--- config.mk ---
export PLATFORM = sky130hd
export DESIGN_NAME = alu_issue_unit
export DESIGN_NICKNAME = d
export VERILOG_FILES = /design/src/rtl/alu_issue_unit.sv
export SDC_FILE = /design/constraint.sdc
export NUM_CORES = 1
export LEC_CHECK = 0
export CAP_MARGIN = 0
export CORE_UTILIZATION = 45
export DETAILED_ROUTE_END_ITERATION = 8
export MAX_ROUTING_LAYER = met4
export PLACE_DENSITY = 0.86
export SLEW_MARGIN = 5
export SYNTH_ARGS = -nofsm -noshare
export SYNTH_HDL_FRONTEND = slang
export SYNTH_SLANG_ARGS = --single-unit
--- constraint.sdc ---
create_clock -name CLK -period 1.85 [get_ports CLK]
set_clock_uncertainty 0.15 [all_clocks]
set_input_delay 0.37 -clock CLK [delete_from_list [all_inputs] [get_ports CLK]]
set_output_delay 0.37 -clock CLK [all_outputs]
set_load 0.01 [all_outputs]
--- src/rtl/alu_issue_unit.sv ---
// ---------------------------------------------------------------------------
// alu_issue_unit
//
// Purpose:
//   Command front end and writeback stage for alu_machine. Accepts ALU
//   commands over a valid/ready handshake, reads operands from a small
//   register file, drives A/B/OP into the combinational ALU, captures
//   {Extra, Out} one cycle later and writes the result back to the
//   destination register on the following edge.
//
//   Sequence per command: IDLE (accept) -> ISSUE (ALU sampled) -> WB
//   (result strobe, register write) -> IDLE.
//
// Build option:
//   ALU_ISSUE_FWD_EN - when defined, a new command may also be accepted
//                      during WB. A source index that matches the WB
//                      destination takes the WB result directly instead of
//                      the not-yet-written register. The immediate is never
//                      forwarded. Undefined: accept only in IDLE and no
//                      forwarding path exists.
//
// Parameters:
//   NREGS  number of 4-bit registers (power of 2, >= 2)
//   IDX_W  register index width, log2(NREGS)
//
// Ports:
//   CLK          clock, rising edge
//   RST          asynchronous active-high reset
//   CMD_VALID    command present
//   CMD_READY    unit can accept a command (0 while RST is high)
//   CMD_OP       ALU opcode, passed through to OP
//   CMD_DST      destination register index
//   CMD_SRCA     source register index for A
//   CMD_SRCB     source register index for B (unused when CMD_IMM_SEL=1)
//   CMD_IMM_SEL  1 = B comes from CMD_IMM
//   CMD_IMM      immediate operand
//   A, B, OP     registered operands/opcode to the ALU
//   ALU_OUT      ALU result
//   ALU_EXTRA    ALU extra bit (carry etc.)
//   RES_VALID    one-cycle result strobe (high during WB)
//   RES_DATA     {Extra, Out} of the most recently completed command
//   RES_DST      destination of the most recently completed command
//   EXTRA_FLAG   Extra bit of the last written-back command
//   BUSY         unit is not in IDLE
//   RD_IDX       debug read index
//   RD_DATA      combinational read of reg[RD_IDX]
// ---------------------------------------------------------------------------
module alu_issue_unit #(
  parameter int NREGS = 4,
  parameter int IDX_W = 2
) (
  input  logic             CLK,
  input  logic             RST,
  input  logic             CMD_VALID,
  output logic             CMD_READY,
  input  logic [1:0]       CMD_OP,
  input  logic [IDX_W-1:0] CMD_DST,
  input  logic [IDX_W-1:0] CMD_SRCA,
  input  logic [IDX_W-1:0] CMD_SRCB,
  input  logic             CMD_IMM_SEL,
  input  logic [3:0]       CMD_IMM,
  output logic [3:0]       A,
  output logic [3:0]       B,
  output logic [1:0]       OP,
  input  logic [3:0]       ALU_OUT,
  input  logic             ALU_EXTRA,
  output logic             RES_VALID,
  output logic [4:0]       RES_DATA,
  output logic [IDX_W-1:0] RES_DST,
  output logic             EXTRA_FLAG,
  output logic             BUSY,
  input  logic [IDX_W-1:0] RD_IDX,
  output logic [3:0]       RD_DATA
);

  typedef enum logic [1:0] {
    S_IDLE  = 2'd0,
    S_ISSUE = 2'd1,
    S_WB    = 2'd2
  } state_t;

  state_t           r_state;
  state_t           w_state_next;
  logic             w_cmd_ready;
  logic             w_accept;

  // Register file: asynchronously cleared, so it is built from flops
  // rather than block RAM.
  logic [3:0]       r_regs [NREGS];

  // Operand / opcode registers driving the ALU.
  logic [3:0]       r_a;
  logic [3:0]       r_b;
  logic [1:0]       r_op;
  logic [IDX_W-1:0] r_dst;

  // Captured ALU result and the destination it belongs to. The destination
  // is copied separately from r_dst so that RES_DST stays tied to the
  // result even when a new command is accepted during WB.
  logic [4:0]       r_res;
  logic [IDX_W-1:0] r_res_dst;
  logic             r_extra;

  logic [3:0]       w_opnd_a;
  logic [3:0]       w_opnd_b;
  logic [3:0]       w_reg_a;
  logic [3:0]       w_reg_b;
  logic             w_wb_write;

  // -------------------------------------------------------------------------
  // FSM: state register
  // -------------------------------------------------------------------------
  always_ff @(posedge CLK or posedge RST) begin
    if (RST) begin
      r_state <= S_IDLE;
    end else begin
      r_state <= w_state_next;
    end
  end

  // -------------------------------------------------------------------------
  // FSM: next state and handshake decode
  // -------------------------------------------------------------------------
  always_comb begin
    w_state_next = r_state;
    w_cmd_ready  = 1'b0;
    case (r_state)
      S_IDLE: begin
        // Ready is gated by RST so nothing is offered while held in reset.
        w_cmd_ready = ~RST;
        if (CMD_VALID && w_cmd_ready) begin
          w_state_next = S_ISSUE;
        end
      end
      S_ISSUE: begin
        w_state_next = S_WB;
      end
      S_WB: begin
`ifdef ALU_ISSUE_FWD_EN
        w_cmd_ready = ~RST;
        if (CMD_VALID && w_cmd_ready) begin
          w_state_next = S_ISSUE;
        end else begin
          w_state_next = S_IDLE;
        end
`else
        w_state_next = S_IDLE;
`endif
      end
      default: begin
        w_state_next = S_IDLE;
      end
    endcase
  end

  assign w_accept   = CMD_VALID & w_cmd_ready;
  assign w_wb_write = (r_state == S_WB);

  // -------------------------------------------------------------------------
  // Operand selection
  // -------------------------------------------------------------------------
  assign w_reg_a = r_regs[CMD_SRCA];
  assign w_reg_b = r_regs[CMD_SRCB];

`ifdef ALU_ISSUE_FWD_EN
  // An accept during WB happens on the same edge as the register write, so
  // the register file still holds the old value; take the WB result instead.
  logic w_fwd_a;
  logic w_fwd_b;

  assign w_fwd_a  = w_wb_write && (CMD_SRCA == r_res_dst);
  assign w_fwd_b  = w_wb_write && (CMD_SRCB == r_res_dst);
  assign w_opnd_a = w_fwd_a ? r_res[3:0] : w_reg_a;
  assign w_opnd_b = CMD_IMM_SEL ? CMD_IMM :
                    (w_fwd_b ? r_res[3:0] : w_reg_b);
`else
  assign w_opnd_a = w_reg_a;
  assign w_opnd_b = CMD_IMM_SEL ? CMD_IMM : w_reg_b;
`endif

  // -------------------------------------------------------------------------
  // Operand registers: change only on accept, hold otherwise
  // -------------------------------------------------------------------------
  always_ff @(posedge CLK or posedge RST) begin
    if (RST) begin
      r_a   <= 4'd0;
      r_b   <= 4'd0;
      r_op  <= 2'd0;
      r_dst <= '0;
    end else if (w_accept) begin
      r_a   <= w_opnd_a;
      r_b   <= w_opnd_b;
      r_op  <= CMD_OP;
      r_dst <= CMD_DST;
    end
  end

  // -------------------------------------------------------------------------
  // Result capture at the end of ISSUE; held until the next capture
  // -------------------------------------------------------------------------
  always_ff @(posedge CLK or posedge RST) begin
    if (RST) begin
      r_res     <= 5'd0;
      r_res_dst <= '0;
    end else if (r_state == S_ISSUE) begin
      r_res     <= {ALU_EXTRA, ALU_OUT};
      r_res_dst <= r_dst;
    end
  end

  // Extra flag updates together with the register write.
  always_ff @(posedge CLK or posedge RST) begin
    if (RST) begin
      r_extra <= 1'b0;
    end else if (w_wb_write) begin
      r_extra <= r_res[4];
    end
  end

  // -------------------------------------------------------------------------
  // Register file: one write port (WB), one entry per generated block.
  // Reset has priority, so a WB edge coinciding with reset leaves zeros.
  // -------------------------------------------------------------------------
  generate
    for (genvar gi = 0; gi < NREGS; gi++) begin : g_regs
      always_ff @(posedge CLK or posedge RST) begin
        if (RST) begin
          r_regs[gi] <= 4'd0;
        end else if (w_wb_write && (r_res_dst == IDX_W'(gi))) begin
          r_regs[gi] <= r_res[3:0];
        end
      end
    end
  endgenerate

  // -------------------------------------------------------------------------
  // Outputs
  // -------------------------------------------------------------------------
  assign CMD_READY  = w_cmd_ready;
  assign A          = r_a;
  assign B          = r_b;
  assign OP         = r_op;
  assign RES_VALID  = (r_state == S_WB);
  assign RES_DATA   = r_res;
  assign RES_DST    = r_res_dst;
  assign EXTRA_FLAG = r_extra;
  assign BUSY       = (r_state != S_IDLE);
  assign RD_DATA    = r_regs[RD_IDX];

endmodule
# Yosys cells after proc, flatten, opt, wreduce, memory -nomap -nowiden
# Cells that the tools add are included.
# Widths: inputs -> output; s select.
[word_totals] regBits=38 inputBits=23 mem_count=0 romBits=0 latchBits=0 word_cells=47 output_inout_bits=25 ramBits=0
[op_classes] shifts=0 n_bitwise=5 eq_ne=6 div=0 add_sub_neg=0 reduce_logical=8 n_mul=0 order_cmp=3 mux=13
[ops] cell="$mux 4" n=7
[ops] cell="$bmux 4 s2" n=3
[ops] cell="$ge 3x3->1 const B" n=3
[ops] cell="$not 2->3" n=3
[ops] cell="$eq 2x2->1 const B" n=3
[ops] cell="$logic_and 1x1->1" n=5
[ops] cell="$eq 2x1->1 const B" n=2
[ops] cell="$logic_not 2->1" n=2
[ops] cell="$pmux 2 s2" n=1
[ops] cell="$mux 2" n=1
[ops] cell="$ne 2x2->1 const B" n=1
[ops] cell="$reduce_bool 2->1" n=1
[ops] cell="$and 1x1->1" n=1
[ops] cell="$mux 1" n=1
[ops] cell="$not 1->1" n=1

# Longest topological paths before layout
[logic_depth] ltp_word=5 mapped_depth=4 mapped_depth_nobuf=3

# Worst setup path after synthesis
# OpenSTA, ideal clock, no wires.
[synth_path] kind="register to register" from="reg r_state[0]" to="reg r_dst[0]" t_required_ns=1.575 slack_ns=0.195 path_stages_with_launch=4 synth_period_minus_slack_ns=1.655 setup_ns=0.125 n_path_buf=1 arrival_time_ns=1.380 cell_sequence="dfrtp_1 nor4b_4 buf_6 mux2_4"
[synth_via] elab_chain_len=3
[synth_lines] item="start: declaration" line="82" source="state_t r_state;"
[synth_lines] item="start signal: assignment" line="117" source="r_state <= w_state_next;"
[synth_lines] item="$logic_not 2->1" line="127" source="case (r_state)"
[synth_lines] item="$mux 1" line="127"
[synth_lines] item="$and 1x1->1" line="156" source="assign w_accept = CMD_VALID & w_cmd_ready;"
[synth_lines] item="end signal: assignment" line="189" source="r_dst <= '0;"
[synth_lines] item="end signal: assignment" line="194" source="r_dst <= CMD_DST;"
[synth_lines] item="end: declaration" line="95" source="logic [IDX_W-1:0] r_dst;"
# Every way passes these cells.
# A chain may end at the register's enable or synchronous reset.

# Worst setup path in the final report
[layout_path] from="reg r_regs[11] (netlist name)" to="out RD_DATA[3]"
[layout_via] elab_chain_len=3
[layout_lines] item="start: declaration" line="89" source="logic [3:0] r_regs [NREGS];"
[layout_lines] item="start signal: indexed assignment" line="230" source="r_regs[gi] <= r_res[3:0];"
[layout_lines] item="$bmux 4 s2" line="248" source="assign RD_DATA = r_regs[RD_IDX];"
[layout_lines] item="$mux 4 (implied by the code) (2 in series)" line="248"
[layout_lines] item="end: declaration" line="73" source="output logic [3:0] RD_DATA"
# Every way passes these cells. The select of a mux whose other input is x is not followed.

==> results.md <==
* Status: finished, final reports clean
* Synth Flop Type: dfrtp_1
* Number of fill cells at 258
* Total wire length at 4260 um
* Seq/Total Area, Yosys at approximately 53%
* IO Pins at 48
* Flop2flop setup slack at 0.16 ns
* Post-synth EDFFs at 0
* Cts bufs inserted at 5
* Worst setup margin at 0.01769 ns
* Die area at 4209 um^2
* First-pass iteration count of the detailed router at 4
* Met1 usage at between 20% and 30%
* Hold Path End: r_dst[1]
* CTS tree: built
* Drt drc at 0
* Max Root-Sink Buffers at 2
* Required @ worst endpoint at 1.33 ns
* Instance count of the mapped netlist at 107
* Sw Share at 28.96%
* Switch Pwr at 1039 uW
* Hold WC Path Type: register to register
* Total number of vias at 1285
* Worst path max stage delay at 0.46 ns
* Nets at 211
* Reg power frac at 38.3%
* Ant. Diodes at 0
* Yosys warnings at 0
* Fin cells at 237
* Worst setup path class: register to output pin
* CTS root buffer: clkbuf_8
* Slew margin rel. at 81.44%
* Worst EP arrival at 1.31 ns
* Largest net degree at the start of global routing at 39
* Starting Density at a little under half
* Worst Hold Launch: r_dst[1]
* Routability Congestion at 0.8286
* Hold Slack at 0.3591 ns
* Clock Latency Late Sink at between 0.2 and 0.3 ns
* Vias per std cell at between 5 and 6
* GRT busiest layer: met2
* R2R depth at 4
* Clock slew at reported path FFs at roughly 0.07 ns
* Wire per inst at 17.97 um
* Crit path max fanout at 2
* Largest family of logic cells by synthesized area: multiplexers
* First-pass GRT wire length at approximately 6700 um
* Worst reg2reg path endpoint: r_regs[15]
* Syn Area/Cell at 16.63 um^2
* Compound-Gate Fraction of Synth Area at between 1 and 1.5%
* Tmin final at between 1.5 and 2 ns
* Place WS at -0.7262 ns
* Startpoint Class: register
* Period utilisation layout at 99.04%
* CORE AREA at 3716 um^2
* Post-synthesis xor/xnor area fraction at 0%
* FF+latch count, synth at 38
* Final hold violation count at 0
* Crit path buffers/inverters at 1
* Yosys top cell area share at 53.45%
* H-Tree Depth at 2
* Fmax at 0.5458 GHz
* Clock Power Share at 18.8%
* Total congestion overflow at 0
* Initial antenna violation count at 0
* DR iter-0 viols at 38
* P_int at 2549 uW
* Yosys top cell by area: dfrtp_1
* Synth cell count leaders: 38 x dfrtp_1, 31 x mux2_2, 12 x mux4_2
* Chip width at ~65 um
* Critical path endpoint category: output pin
* RSZ-0062 raised after global routing: true
* Placed cell count at 226
* Crit-path cells: mux4_2 > buf_2
* Post-Synth Simple-Gate Area at 6.188%
* Adder-cell share of the synthesized area at 0%
* Syn_nets at 130
* Vias in the first global route at 1356
* P per Cell Area at ~1400 nW/um^2
* IO buf count at 47
* Area contributors post-synth: dfrtp_1 53%, mux2_2 20%, mux4_2 15%
* Mux share of post-synthesis cell area at a little under two fifths
* Worst path top cell family by delay: multiplexers
* Static Leakage at 0.001159 uW
* Maximum vdd ir drop at 0.0005555 V
* Setup crit start: r_regs[11]
* Final HPWL DP at 2998 um
* FP Rows at 22
* Fin. max-slew vios at 0
* Maximum Capacitance Violations at 0
* GR Util met2 at 38.02%
* Antenna-violating nets left at 0
* Final setup vio count at 0
* Total clock sinks at 38
* Cell Area, Synth at 1779 um^2
* Share of layout cells above drive strength 1 at 51.32%
* GRT met3 Usage at 5.634%
* Most frequent cell after synthesis: dfrtp_1
* Origin of the critical flop-to-flop path: r_state[1]
* Hold depth at 1
* Total track usage at between 20 and 25%
* Worst Max-Slew Pin Slew at 0.2781 ns
* Die height at 64.88 um
* Slowest stage cell, crit path: mux4_2
* Fin util at 70.67%
* Area growth syn-to-layout at 47.61%
* Netlist cell types at 18
* Async set-reset flop share out of synthesis at 100.0%
* Combinational share of power at a little over two fifths
[what timing repair did]
item,CTS,global route
gates resized for setup,29,8
setup endpoints to repair,9,8
hold buffers,0,0
gates cloned,0,0
buffers inserted,1,2
[logic make-up after synthesis]
family / after synthesis
AOI/OAI and AO/OA: 4
DFF: 38
and+or+nand+nor: 13
muxes: 48
buffers and inverters: 4
[layout by cell type (no fill, tap or decap), types with 4 or more instances in the layout]
master	instances
a21oi_1	4
buf_2	4
buf_4	27
clkbuf_8	5
clkdlybuf4s50_1	38
dfrtp_1	32
dfrtp_2	6
mux2_2	31
mux2i_1	4
mux4_2	12
nor2_1	5
[layout make-up]
type                            instances  area (um^2)  area share [%]
Timing Repair Buffer                   77        693.2           26.39
Inverter                                1        3.754          0.1429
Tap cell                               48        60.06           2.287
Sequential cell                        38        958.4           36.49
Multi-Input combinational cell         65        804.5           30.63
Clock inverter                          1        30.03           1.143
Clock buffer                            7        76.32           2.906
[power by group through the flow]
stage,Clock (uW),Combinational (uW),Sequential (uW)
6_report,675,1540,1370
2_1_floorplan,0,597,1410
5_1_grt,727,1640,1410
3_5_place_dp,0,1500,1370
4_1_cts,687,1490,1360
3_3_place_gp,0,1450,1330
[state kept, by name (all words and copies together), names as in the netlist]
signal      cells
RES_DATA        5
RES_DST         2
r_state         2
r_dst           2
EXTRA_FLAG      1
OP              2
B               4
A               4
r_regs         16
[layer usage]
layer | share of wire [%] | wire length [um]
met5 | 0 | 0
met4 | 1.3 | 56
met3 | 5.5 | 233
met2 | 53 | 2252
met1 | 40 | 1717
[metrics by stage]
stage,TNS [ns],total power [uW],instance area (um^2)
final,0,3588,2626
after global routing,-0.01292,3775,2626
after CTS,0,3535,2609
after detailed placement,-4.796,2868,2517
after global placement,-4.449,2780,2517
after floorplan,0,2008,1779
[worst max-delay path by stage]
stage                  to  cells past startpoint
3_3_place_gp   RD_DATA[1]                      3
6_report       RD_DATA[3]                      2
4_1_cts         CMD_READY                      3
5_1_grt        RD_DATA[1]                      2
2_1_floorplan    r_dst[0]                      3
3_5_place_dp   RD_DATA[3]                      3
(Power assumes the default switching activity.)
